`config.mk`:
```
export PLATFORM = sky130hd
export DESIGN_NAME = stream_demux2
export DESIGN_NICKNAME = d
export VERILOG_FILES = /design/src/rtl/fifo2.sv /design/src/rtl/stream_demux2.sv
export SDC_FILE = /design/constraint.sdc
export NUM_CORES = 1
export LEC_CHECK = 0
export CORE_ASPECT_RATIO = 0.5
export CORE_UTILIZATION = 51
export CTS_CLUSTER_SIZE = 25
export DETAILED_ROUTE_END_ITERATION = 8
export PLACE_DENSITY = 0.79
export SETUP_SLACK_MARGIN = 0.3
export SYNTH_ARGS = -nofsm -noshare
export SYNTH_HDL_FRONTEND = slang
export SYNTH_SLANG_ARGS = --single-unit
```
`constraint.sdc`:
```
create_clock -name clk -period 3.48 [get_ports clk]
set_input_delay 0.348 -clock clk [delete_from_list [all_inputs] [get_ports clk]]
set_output_delay 0.348 -clock clk [all_outputs]
set_load 0.02 [all_outputs]
```
`src/rtl/fifo2.sv`:
```
// Two-entry FIFO with registered occupancy, used once per demux output.
// Pops while empty and pushes while full are ignored internally.
module fifo2 #(
    parameter int WIDTH = 32
) (
    input  logic             clk,
    input  logic             reset,
    input  logic             push,
    input  logic [WIDTH-1:0] din,
    output logic             full,
    input  logic             pop,
    output logic             valid,
    output logic [WIDTH-1:0] dout
);

    localparam int DEPTH = 2;
    localparam int PTR_W = 1;
    localparam int ONE   = 1;

    localparam logic [PTR_W-1:0] PTR_ONE  = ONE[PTR_W-1:0];
    localparam logic [PTR_W:0]   CNT_ONE  = ONE[PTR_W:0];
    localparam logic [PTR_W:0]   CNT_FULL = DEPTH[PTR_W:0];

    logic [WIDTH-1:0] mem_q [DEPTH];
    logic [WIDTH-1:0] mem_d [DEPTH];
    logic [PTR_W-1:0] wr_ptr_q, wr_ptr_d;
    logic [PTR_W-1:0] rd_ptr_q, rd_ptr_d;
    logic [PTR_W:0]   count_q, count_d;
    logic             do_push;
    logic             do_pop;

    // NOTE: every output of this block gets a default first, so no path leaves one unassigned and no latch is inferred.
    always_comb begin
        mem_d    = mem_q;
        wr_ptr_d = wr_ptr_q;
        rd_ptr_d = rd_ptr_q;
        count_d  = count_q;

        do_pop  = pop && (count_q != '0);
        do_push = push && (count_q != CNT_FULL);

        if (do_push) begin
            mem_d[wr_ptr_q] = din;
            wr_ptr_d        = wr_ptr_q + PTR_ONE;
        end
        if (do_pop) begin
            rd_ptr_d = rd_ptr_q + PTR_ONE;
        end

        case ({do_push, do_pop})
            2'b10:   count_d = count_q + CNT_ONE;
            2'b01:   count_d = count_q - CNT_ONE;
            default: count_d = count_q;
        endcase
    end

    // NOTE: non-blocking assignments so every flop samples pre-edge values regardless of statement order.
    always_ff @(posedge clk) begin
        if (reset) begin
            wr_ptr_q <= '0;
            rd_ptr_q <= '0;
            count_q  <= '0;
        end else begin
            wr_ptr_q <= wr_ptr_d;
            rd_ptr_q <= rd_ptr_d;
            count_q  <= count_d;
        end
    end

    // NOTE: storage is deliberately left out of reset; valid masks whatever it holds.
    always_ff @(posedge clk) begin
        mem_q <= mem_d;
    end

    assign full  = (count_q == CNT_FULL);
    assign valid = (count_q != '0);
    assign dout  = mem_q[rd_ptr_q];

endmodule

```
`src/rtl/stream_demux2.sv`:
```
// Routes a valid/ready stream to one of two outputs, each buffered by its own
// two-entry FIFO so a stalled output never blocks traffic bound for the other.
module stream_demux2 #(
    parameter int WIDTH = 32
) (
    input  logic             clk,
    input  logic             reset,
    input  logic             in_valid,
    output logic             in_ready,
    input  logic             in_sel,
    input  logic [WIDTH-1:0] in_data,
    output logic             out0_valid,
    input  logic             out0_ready,
    output logic [WIDTH-1:0] out0_data,
    output logic             out1_valid,
    input  logic             out1_ready,
    output logic [WIDTH-1:0] out1_data
);

    logic full0, full1;
    logic push0, push1;

    // Ready looks only at the selected FIFO's fullness, never at downstream ready.
    assign in_ready = in_sel ? !full1 : !full0;
    assign push0    = in_valid && in_ready && !in_sel;
    assign push1    = in_valid && in_ready && in_sel;

    fifo2 #(.WIDTH(WIDTH)) u_fifo0 (
        .clk   (clk),
        .reset (reset),
        .push  (push0),
        .din   (in_data),
        .full  (full0),
        .pop   (out0_ready),
        .valid (out0_valid),
        .dout  (out0_data)
    );

    fifo2 #(.WIDTH(WIDTH)) u_fifo1 (
        .clk   (clk),
        .reset (reset),
        .push  (push1),
        .din   (in_data),
        .full  (full1),
        .pop   (out1_ready),
        .valid (out1_valid),
        .dout  (out1_data)
    );

endmodule
```
## Word level (Yosys, flattened, before mapping)

Cells that the tools add are included.

| word-level totals | value |
|---|---|
| logic and storage cells | 67 |
| flip-flop bits (word level) | 136 |
| output and inout port bits | 67 |
| input port bits | 38 |

| operators by class | value |
|---|---|
| equality and inequality tests | 8 |
| bitwise operators | 4 |
| order comparisons | 6 |
| reductions and logical operators | 16 |
| add/subtract/negate cells | 8 |
| mux-type cells | 15 |

Operator list:

| cell | count |
|---|---|
| two-way mux 32 bit | 8 |
| bitwise mux 64 bit | 2 |
| demux 32 bit (select 1 bit) | 2 |
| logical AND 1 bit | 9 |
| equality test 2 bit (second input constant) | 4 |
| >= comparator 2 bit (second input constant) | 4 |
| inverter 1 -> 2 bit | 4 |
| case mux 2 bit (2 select lines) | 2 |
| nonzero test 2 bit | 4 |
| adder 1 bit (second input constant) | 4 |
| adder 2 x 1 -> 2 bit (second input constant) | 2 |
| equality test 2 x 1 -> 1 bit (second input constant) | 2 |
| less-than comparator 2 x 1 -> 1 bit (second input constant) | 2 |
| inequality test 2 bit (second input constant) | 2 |
| subtractor 2 x 1 -> 2 bit (second input constant) | 2 |
| zero test 1 bit | 3 |
| two-way mux 1 bit | 1 |

## Longest topological paths before layout

Gate-level depths: netlist of the first run.

| depth | value |
|---|---|
| depth in word-level cells | 8 |
| gate-level depth with buffers | 6 |
| gate-level depth less buffers | 6 |

## Modules after synthesis

A second synthesis of the first run with hierarchy kept.

| unflattened totals | value |
|---|---|
| cells, all modules | 251 |
| area total of the unflattened synthesis | 5038.6 um^2 |

By module, submodules not included:

| module | cells each | area each (um^2) | instances | seq. area each (um^2) |
|---|---|---|---|---|
| fifo2 | 124 | 2506.2 | 2 | 2001.9 |
| stream_demux2 | 3 | 26.3 | 1 | 0.0 |

## Least setup slack after synthesis of the first run

OpenSTA, ideal clock, no wires.

| timing path | value |
|---|---|
| path kind | reg2reg |
| start | register u_fifo1.count_q[0] |
| end | register u_fifo1.mem_q[0] (netlist bit), enable pin |
| required time | 3.059 ns |
| path buffers | 0 |
| library setup time | 0.421 ns |
| cell stages (with the launch flop) | 4 |
| clock period less this slack | 2.559 ns |
| path slack | 0.921 ns |
| arrival time | 2.138 ns |
| cell sequence | dfxtp_1 nor2b_1 or2_2 nor2_1 |

| between the ends | value |
|---|---|
| longest elaborated chain between the ends | 6 |
| elaborated cells on any way between the ends | 7 |
| classes of those cells | eq/ne: 2; mux: 1; reduce/logical: 4 |

Ends and longest elaborated chain:

| element | line | text |
|---|---|---|
| start: declaration | fifo2.sv:28 | `logic [PTR_W:0] count_q, count_d;` |
| start signal: assignment | fifo2.sv:66 | `count_q <= count_d;` |
| equality test 2 bit | fifo2.sv:75 | `assign full = (count_q == CNT_FULL);` |
| zero test 1 bit | stream_demux2.sv:24 | `assign in_ready = in_sel ? !full1 : !full0;` |
| two-way mux 1 bit | stream_demux2.sv:24 |  |
| logical AND 1 bit (2 in a row) | stream_demux2.sv:26 | `assign push1 = in_valid && in_ready && in_sel;` |
| logical AND 1 bit (*) | fifo2.sv:40 | `do_push = push && (count_q != CNT_FULL);` |
| end signal: assignment | fifo2.sv:72 | `mem_q <= mem_d;` |
| end: declaration | fifo2.sv:24 | `logic [WIDTH-1:0] mem_q [DEPTH];` |

Every way passes the cells marked *; elsewhere a longest branch is shown, timed or not.
A chain may end at the register's enable or synchronous reset.

## Worst setup path after layout of the first run

| timing path | value |
|---|---|
| start | register u_fifo1.rd_ptr_q |
| end | output port out1_data[20] |

| between the ends | value |
|---|---|
| longest elaborated chain between the ends | 4 |

Ends and longest elaborated chain:

| element | line | text |
|---|---|---|
| start: declaration | fifo2.sv:27 | `logic [PTR_W-1:0] rd_ptr_q, rd_ptr_d;` |
| start signal: assignment | fifo2.sv:65 | `rd_ptr_q <= rd_ptr_d;` |
| inverter 1 -> 2 bit (implied by the code) | fifo2.sv:77 | `assign dout = mem_q[rd_ptr_q];` |
| two-way mux 32 bit (implied by the code) (3 in a row) | fifo2.sv:77 |  |
| end: declaration | stream_demux2.sv:17 | `output logic [WIDTH-1:0] out1_data` |

No other way between the ends. The select of a mux whose other input is x is not followed.

==> results of run 1 <==
-- registers in the layout, summed over array words and instances (netlist names) --
signal,flops
u_fifo0.mem_q,64
u_fifo0.rd_ptr_q,1
u_fifo0.wr_ptr_q,1
u_fifo1.wr_ptr_q,1
u_fifo1.rd_ptr_q,1
u_fifo0.count_q,2
u_fifo1.count_q,2
u_fifo1.mem_q,64
-- routing by layer --
metal  vias to the layer above  GRT usage [%]  wire (um)
met5                         -              0          0
met4                         0          8.602        110
met3                        11          7.393        546
met2                        81          35.68       5138
met1                      1317          24.07       4020
li1                       1218              -          -
-- cell type report --
| type | count | area, um^2 | share of cell area, % |
|---|---|---|---|
| multi-input cells | 103 | 978.4 | 14.51 |
| flip-flops and latches | 136 | 4006 | 59.40 |
| well taps | 135 | 168.9 | 2.504 |
| repair buffers | 108 | 1071 | 15.88 |
| inverters | 4 | 15.01 | 0.2226 |
| clock buffers | 25 | 455.4 | 6.752 |
| clock inverters | 5 | 50.05 | 0.7420 |
-- final timing paths --
check	startpoint	endpoint	slack, ns	cells after the start
worst max-delay path	u_fifo1.rd_ptr_q	out1_data[20]	0.82	2
worst min-delay path	u_fifo0.wr_ptr_q	u_fifo0.wr_ptr_q	0.50	2
worst max register to register	u_fifo1.count_q[0]	u_fifo1.mem_q[20]	1.39	4
worst min register to register	u_fifo0.wr_ptr_q	u_fifo0.wr_ptr_q	0.50	2
-- cells by family (layout without fill, tap and decap cells) --
family                   Yosys count  after routing  share of synthesized area [%]
AND/OR/NAND/NOR                   20             20                          2.091
AO/OA/AOI/OAI                     11             11                          1.195
multiplexers                      64             64                          14.34
buffers and inverters             13            142                          1.170
flip-flops                       136            136                          79.66
XOR/XNOR                           6              6                          1.046
adder cells (fa/ha/maj)            2              2                         0.4978
-- worst max-delay path, delay by kind of cell (launching register included) --
family / cells / cell delay, ns
buffers and inverters: 1 / 0.56
flip-flops: 1 / 0.90
multiplexers: 1 / 0.42
-- where the power goes --
| part | internal, W | total, W | switching, W |
|---|---|---|---|
| Combinational | 0.000684 | 0.00126 | 0.000576 |
| Sequential | 0.00193 | 0.00210 | 0.000170 |
| Clock | 0.000966 | 0.00156 | 0.000589 |
-- cell usage in the layout, fill, tap and decap left out --
cell type	count
edfxtp_1	128
clkdlybuf4s50_1	104
mux2_2	64
clkbuf_16	17
clkbuf_1	8
dfxtp_1	6
nor2_1	5
a21oi_1	5
inv_1	4
or3_1	4
xnor2_1	4
o21ai_0	4
buf_4	4
nand2b_1	3
or2_2	3
o21a_1	2
nor2_4	2
nor2b_1	2
xor2_1	2
ha_1	2
clkinv_1	2
dfxtp_2	2
nand2_1	1
clkinvlp_4	1
clkinv_2	1
bufinv_16	1
-- per-stage QoR --
step | setup slack (ns) | instance area, um^2 | total power [W] | util, % | instances
after global routing | 0.7327 | 6745 | 0.005080 | 70.93 | 516
after CTS | 0.7712 | 6745 | 0.004955 | 70.93 | 516
after global placement | 1.111 | 6240 | 0.003346 | 65.62 | 486
final | 0.8226 | 6745 | 0.004913 | 70.93 | 516
after detailed placement | 1.035 | 6240 | 0.003386 | 65.62 | 486
after floorplan | 0.9208 | 5026 | 0.002799 | - | 252
==> metrics.md, run 1 <==
| Metric | Value |
|---|---|
| Crit path kind | `reg2out` |
| Clk sink count | `around 140` |
| Max-Cap Viols | `0` |
| Post-synth top cells | `128 x edfxtp_1, 64 x mux2_2, 8 x buf_2, 8 x dfxtp_1, 7 x nor2_1` |
| Die Y | `72.20 um` |
| Fillers | `between 500 and 600` |
| Maximum root-to-sink buffer count | `2` |
| P_leak | `between 2 and 2.5 nW` |
| Top-count cell post-synth | `edfxtp_1` |
| Synthesized area per cell | `19.94 um^2` |
| Critical-path cell list | `mux2_2 > clkdlybuf4s50_1` |
| Top-area cell type share of the netlist area | `roughly three quarters` |
| Routed len/inst | `between 15 and 20 um` |
| Slew Limit Fails | `0` |
| Vias per cell | `5.091` |
| Slowest Stage Delay on Critical Path | `about 0.90 ns` |
| RD Place Congestion | `about 0.74` |
| Crit-path slowest cell | `dfxtp_2` |
| Area delta synth->final | `34.20%` |
| Main flop type after synthesis | `edfxtp_1` |
| Post-synth EDFFs | `~130` |
| Initial antenna violation count | `0` |
| First-pass GRT wire length | `14870 um` |
| Global router's overall resource usage | `between 20% and 30%` |
| Nets | `410` |
| Status | `completed` |
| Starting Density | `52.86%` |
| Tmin final | `around 2.7 ns` |
| Clock transition at path regs | `approximately 0.050 ns` |
| Cts repair resizes | `0` |
| RSZ-0062 raised after global routing | `no` |
| Layout cells sized above 1 | `between 20% and 30%` |
| PwrDens | `728.4 nW/um^2` |
| Largest net degree at the start of global routing | `34` |
| Vias | `roughly 2.6k` |
| Ant diodes | `0` |
| Crit path DAT | `between 2 and 2.5 ns` |
| Layout Skew | `~0.008 ns` |
| CTS tree | `yes` |
| Crit path launch type | `flip-flop` |
| Final ANT Viol Nets | `0` |
| Fmax | `about 380 MHz` |
| Dominant cell type by area after synthesis | `edfxtp_1` |
| Crit path max fanout | `33` |
| Die area | `about 10000 um^2` |
| Drt drc | `0` |
| Ports | `approximately 110` |
| Async SR Flop Fraction | `0%` |
| Hold_ws | `approximately 0.50 ns` |
| Port Buffers | `roughly 100` |
| Vias in the first global route | `between 2k and 3k` |
| Grt ovf | `0` |
| Hold Vio Cnt, Final | `0` |
| Hold crit path type | `reg2reg` |
| CTS root buffer | `clkbuf_16` |
| Net Count, Synth | `a little under 300` |
| Worst Setup End Kind | `output port` |
| Core Footprint | `roughly 9500 um^2` |
| Total wire length | `just under 10000 um` |
| Clk Latency, worst-skew pair | `roughly 0.41 ns` |
| Post-synthesis sequential area ratio | `approximately 80%` |
| FP Rows | `25` |
| Total CTS buffers | `17` |
| Post-cts hold buffer count | `0` |
| Post-CTS Setup Bufs | `0` |
| Cell Area, Synth | `around 5000 um^2` |
| Yosys cell types | `18` |
| #FFs+latches synth | `between 100 and 150` |
| CTS H-Tree Depth | `4` |
| Cells after Synth | `about 250` |
| Peak VDD IR | `396.3 uV` |
| CP Data Required Time | `about 3.1 ns` |
| Synth top area cells | `edfxtp_1 76%, mux2_2 14%, dfxtp_1 3.2%` |
| Setup_tns | `0 ns` |
| HPWL Detailed | `a little under 6000 um` |
| Slew @ Worst Pin | `about 0.98 ns` |
| Tcrit/Tclk final | `approximately 76%` |
| Synth warn | `0` |
| # setup viols final | `0` |
| Die X | `between 100 and 150 um` |
| DR pass1 iterations | `4` |
| 1st-iter DRT viols | `between 150 and 200` |
| Max-slew headroom | `between 30% and 40%` |
(Power assumes the default switching activity.)
==> inputs of run 2 (changes only) <==
CORE_UTILIZATION = 46   (was 51)
PLACE_DENSITY = 0.75   (was 0.79)
clock period = 2.3 ns   (was 3.48 ns; I/O delays follow)
==> metrics.md, run 2 (synthesized netlist as in run 1, its figures left out) <==
| Metric | Value |
|---|---|
| RSZ-0062 raised after global routing | `yes` |
| Drt drc | `0` |
| Gr busiest metal | `met2` |
| Setup_tns | `0 ns` |
| Ports | `~110` |
| Ant diodes | `0` |
| CTS root buffer | `clkbuf_16` |
| Status | `completed` |
| PwrDens | `around 1100 nW/um^2` |
| Crit path DAT | `1.91 ns` |
| CP Data Required Time | `~2.1 ns` |
| Nets | `~420` |
| Peak VDD IR | `around 600 uV` |
| DR pass1 iterations | `4` |
| Regs by FF count | `u_fifo0.mem_q (64), u_fifo1.mem_q (64)` |
| Hold crit path type | `in2reg` |
| First-pass GRT wire length | `about 16000 um` |
| 1st-iter DRT viols | `approximately 130` |
| CTS tree | `yes` |
| Slew Limit Fails | `0` |
| Tmin final | `about 2.1 ns` |
| Total wire length | `~10000 um` |
| Tcrit/Tclk final | `approximately 93%` |
| Crit path launch type | `flip-flop` |
| Global routing usage on met3 | `4.940%` |
| Die X | `about 150 um` |
| P_leak | `2.417 nW` |
| Slew @ Worst Pin | `0.3127 ns` |
| Area delta synth->final | `36.47%` |
| Vias per cell | `5.023` |
| Post-cts hold buffer count | `0` |
| Layout Skew | `roughly 0.0042 ns` |
| Final ANT Viol Nets | `0` |
| Clk Latency, worst-skew pair | `just over 0.4 ns` |
| Total CTS buffers | `17` |
| Vias in the first global route | `about 2.9k` |
| Layout cells sized above 1 | `29.23%` |
| Grt ovf | `0` |
| Crit path kind | `reg2out` |
| Fmax | `468.2 MHz` |
| Global router's overall resource usage | `approximately a fifth` |
| Most frequent cells in the layout | `128 x edfxtp_1, 64 x mux2_2, 59 x clkdlybuf4s50_1, 25 x dlygate4sd2_1, 17 x clkbuf_16` |
| Port Buffers | `104` |
| Post-route cell area | `between 6000 and 7000 um^2` |
| Max-slew headroom | `between 70% and 80%` |
| HPWL Detailed | `~6100 um` |
| # setup viols final | `0` |
| FP Rows | `26` |
| RD Place Congestion | `about 0.73` |
| Global Route met2 Usage | `between 30% and 40%` |
| Core Footprint | `~10000 um^2` |
| Commonest non-fill, non-tap cell in the layout | `edfxtp_1` |
| Routing usage on met1 | `approximately 22%` |
| Hold Vio Cnt, Final | `0` |
| Largest net degree at the start of global routing | `34` |
| Maximum root-to-sink buffer count | `2` |
| Clock transition at path regs | `~0.050 ns` |
| Die area | `approximately 11000 um^2` |
| Max-Cap Viols | `0` |
| Starting Density | `approximately 48%` |
| Worst Setup End Kind | `output port` |
| Placed Area | `between 6000 and 7000 um^2` |
| Clk sink count | `136` |
| Initial antenna violation count | `0` |
| Die Y | `roughly 76 um` |
| CTS H-Tree Depth | `4` |
| Routed len/inst | `around 19 um` |
| Vias | `between 2k and 3k` |
| Crit path max fanout | `33` |
## run 2: cell count changes in the layout (fill, tap and decap cells not counted), moves of 3 or more
cell             delta
buf_12              +3
buf_4               +3
clkbuf_1            -5
clkbuf_2            +7
clkdlybuf4s15_1     +6
clkdlybuf4s50_1    -45
clkinv_1            +3
dlygate4sd2_1      +25
dlymetal6s2s_1      +6
## run 2: layout make-up
| class | count | area (um^2) |
|---|---|---|
| clock buffer | 20 | 436.7 |
| tap | 140 | 175.2 |
| multi-input combinational | 103 | 978.4 |
| clock inverter | 12 | 108.9 |
| sequential | 136 | 4009 |
| inverter | 4 | 15.01 |
| fill | 719 | 3551 |
| timing repair buffer | 115 | 1136 |
## run 2: critical path: stages, from the launching register on
cell,delay [ns]
dfxtp_2,0.34
buf_12,0.22
mux2_2,0.37
clkdlybuf4s50_1,0.54
## run 2: final timing paths
check                     start            endpoint  slack [ns]  cells after the start
min reg2reg    u_fifo1.wr_ptr_q    u_fifo1.wr_ptr_q        0.50                      2
max            u_fifo0.rd_ptr_q        out0_data[5]        0.16                      3
max reg2reg  u_fifo1.count_q[0]  u_fifo1.count_q[1]        0.52                      5
min                 in_data[17]   u_fifo1.mem_q[17]        0.46                      1
## run 2: report_power, final
group | internal [W] | leakage, nW | switching [W]
registers | 0.00292 | 1.24 | 0.0000883
logic | 0.00101 | 0.915 | 0.00105
clock network | 0.00157 | 0.261 | 0.000943
## run 2: metrics by stage
step	hold WS (ns)	util, %	cells	setup WS, ns	total power, W
floorplan	0.3289	-	252	0.4384	0.004237
global placement	0.4829	60.72	496	0.2987	0.005136
detailed placement	0.4899	60.72	496	0.2387	0.005183
CTS	0.4382	66.07	530	0.1376	0.007663
global route	0.4531	65.89	530	0.1177	0.007859
finish	0.4604	65.89	530	0.1642	0.007573
## run 2: routing by layer
layer  part of all wire, %  vias to the layer above
li1                      -                     1231
met1                    41                     1341
met2                    53                       77
met3                   4.7                       13
met4                   1.3                        0
met5                     0                        -
## run 2: what timing repair did
| item | 4_1_cts | 5_1_grt |
|---|---|---|
| cloned | 1 | 0 |
| buffers inserted | 1 | 0 |
| resized for setup | 54 | 14 |
| setup endpoints to repair | 63 | 33 |
==> inputs of run 3 (changes only) <==
TNS_END_PERCENT = 5   (was unset)
==> metrics.md, run 3 (synthesized netlist as in run 1, its figures left out) <==
| Metric | Value |
|---|---|
| Status | `completed` |
| Vias per cell | `roughly 5.0` |
| Ports | `105` |
| Total wire length | `9788 um` |
| Grt ovf | `0` |
| Worst Setup End Kind | `output port` |
| Total Power | `between 0.007 and 0.008 W` |
| Drt drc | `0` |
| Slew Limit Fails | `0` |
| Ant diodes | `0` |
| Hold Crit Depth | `1` |
| Critical-path cell list | `buf_12 > mux2_2 > clkdlybuf4s50_1` |
| Slowest Stage Delay on Critical Path | `about 0.55 ns` |
| First-pass GRT wire length | `roughly 16000 um` |
| Most frequent cells in the layout | `128 x edfxtp_1, 86 x clkdlybuf4s50_1, 64 x mux2_2, 17 x clkbuf_16, 13 x dlygate4sd2_1` |
| Layout Skew | `~0.0045 ns` |
| Vias in the first global route | `~2.9k` |
| Regs by FF count | `u_fifo0.mem_q (64), u_fifo1.mem_q (64)` |
| RD Place Congestion | `0.7330` |
| Crit-path slowest cell | `clkdlybuf4s50_1` |
| Die area | `11370 um^2` |
| R2R Setup Slk | `0.52 ns` |
| Hold crit path type | `in2reg` |
| Crit path launch type | `flip-flop` |
| # setup viols final | `0` |
| Tcrit/Tclk final | `93.08%` |
| Die X | `149.8 um` |
| Vias | `between 2k and 3k` |
| CP Buf/Inv Count | `2` |
| Nets | `417` |
| Crit path DAT | `about 1.9 ns` |
| Hold Vio Cnt, Final | `0` |
| Crit Reg-Reg Endpoint | `u_fifo1.count_q[1]` |
| CTS H-Tree Depth | `4` |
| Worst Hold Launch | `in_data[29]` |
| Fmax | `roughly 470 MHz` |
| Clock transition at path regs | `roughly 0.050 ns` |
| Core Footprint | `10410 um^2` |
| R2R depth | `5` |
| Hold EP | `u_fifo0.mem_q[29]` |
| Number of cells on the critical path | `3` |
| Peak VDD IR | `roughly 600 uV` |
| Max-slew headroom | `between 70% and 80%` |
| Largest net degree at the start of global routing | `34` |
| Layout cells sized above 1 | `a little over a quarter` |
| Clk Latency, worst-skew pair | `0.41 ns` |
| Setup_tns | `0 ns` |
| HPWL Detailed | `around 6100 um` |
| Die Y | `~76 um` |
| Starting Density | `between 40% and 50%` |
| Global router's overall resource usage | `18.82%` |
| Slew @ Worst Pin | `roughly 0.31 ns` |
| Commonest non-fill, non-tap cell in the layout | `edfxtp_1` |
| Crit path max fanout | `33` |
| Fillers | `a little over 700` |
| Clk sink count | `roughly 140` |
| Final ANT Viol Nets | `0` |
| CTS tree | `yes` |
| Max-Cap Viols | `0` |
| Maximum root-to-sink buffer count | `2` |
| DR pass1 iterations | `4` |
| Total CTS buffers | `17` |
| CP Data Required Time | `between 2 and 2.5 ns` |
| RSZ-0062 raised after global routing | `yes` |
| Hold_ws | `between 0.4 and 0.5 ns` |
| 1st-iter DRT viols | `between 100 and 150` |
| FP Rows | `26` |
| Reg2Reg Launch Point | `u_fifo1.count_q[0]` |
| Crit path kind | `reg2out` |
| Tmin final | `between 2 and 2.5 ns` |
| Area delta synth->final | `37.32%` |
| Port Buffers | `about 100` |
| PwrDens | `about 1100 nW/um^2` |
| Cell family with most CP delay | `buffers and inverters` |
| Post-cts hold buffer count | `0` |
| CTS root buffer | `clkbuf_16` |
| Initial antenna violation count | `0` |
| Routed len/inst | `between 15 and 20 um` |
| P_leak | `2.372 nW` |
-- run 3: changes by cell type in the layout (fill, tap and decap cells not counted) --
cell,previous run,this run
clkdlybuf4s15_1,6,1
clkbuf_2,7,0
dlymetal6s2s_1,6,3
clkdlybuf4s50_1,59,86
dlygate4sd2_1,25,13
-- run 3: worst max path at each step --
stage	startpoint	to
finish	u_fifo0.rd_ptr_q	out0_data[29]
global route	u_fifo0.rd_ptr_q	out0_data[16]
CTS	u_fifo0.rd_ptr_q	out0_data[13]
detailed placement	in_sel	u_fifo0.count_q[1]
global placement	in_sel	u_fifo1.count_q[1]
floorplan	u_fifo0.count_q[0]	u_fifo0.mem_q[0]
-- run 3: timing repair --
| action | 4_1_cts | 5_1_grt |
|---|---|---|
| setup buffers | 1 | 0 |
| cloned | 1 | 0 |
| resized for setup | 19 | 3 |
| endpoints found under the setup margin | 63 | 63 |
-- run 3: power by group --
part	leakage [nW]	switching, W	internal, W
Clock	0.261	0.000942	0.00157
Sequential	1.24	0.0000880	0.00292
Combinational	0.870	0.00105	0.00110
Total	2.37	0.00208	0.00558
-- run 3: through the flow --
stage | setup WS [ns] | cell area (um^2) | std cells | utilization (%)
6_report | 0.1591 | 6902 | 530 | 66.30
2_1_floorplan | 0.4384 | 5036 | 252 | -
3_5_place_dp | 0.2387 | 6321 | 496 | 60.72
4_1_cts | 0.1360 | 6894 | 530 | 66.23
5_1_grt | 0.1066 | 6902 | 530 | 66.30
3_3_place_gp | 0.2987 | 6321 | 496 | 60.72
-- run 3: metal layers --
| metal | GRT usage, % | share of wire [%] |
|---|---|---|
| met1 | 22.01 | 41 |
| met2 | 33.01 | 54 |
| met3 | 4.940 | 3.9 |
| met4 | 7.475 | 1.2 |
| met5 | 0 | 0 |
-- run 3: final cells by class --
| class | instances | area (um^2) | share of cell area, % |
|---|---|---|---|
| clock buffers | 20 | 436.7 | 6.327 |
| multi-input cells | 103 | 978.4 | 14.18 |
| flip-flops and latches | 136 | 4009 | 58.09 |
| well taps | 140 | 175.2 | 2.538 |
| inverters | 4 | 15.01 | 0.2175 |
| repair buffers | 115 | 1179 | 17.08 |
| clock inverters | 12 | 108.9 | 1.577 |
-- run 3: worst reg2reg max path, delay by kind of cell, from the launching register on --
kind,cells,cell delay [ns]
adders and majority gates,1,0.33
DFF,1,0.42
AOI/OAI and AO/OA,1,0.15
and+or+nand+nor,3,0.81
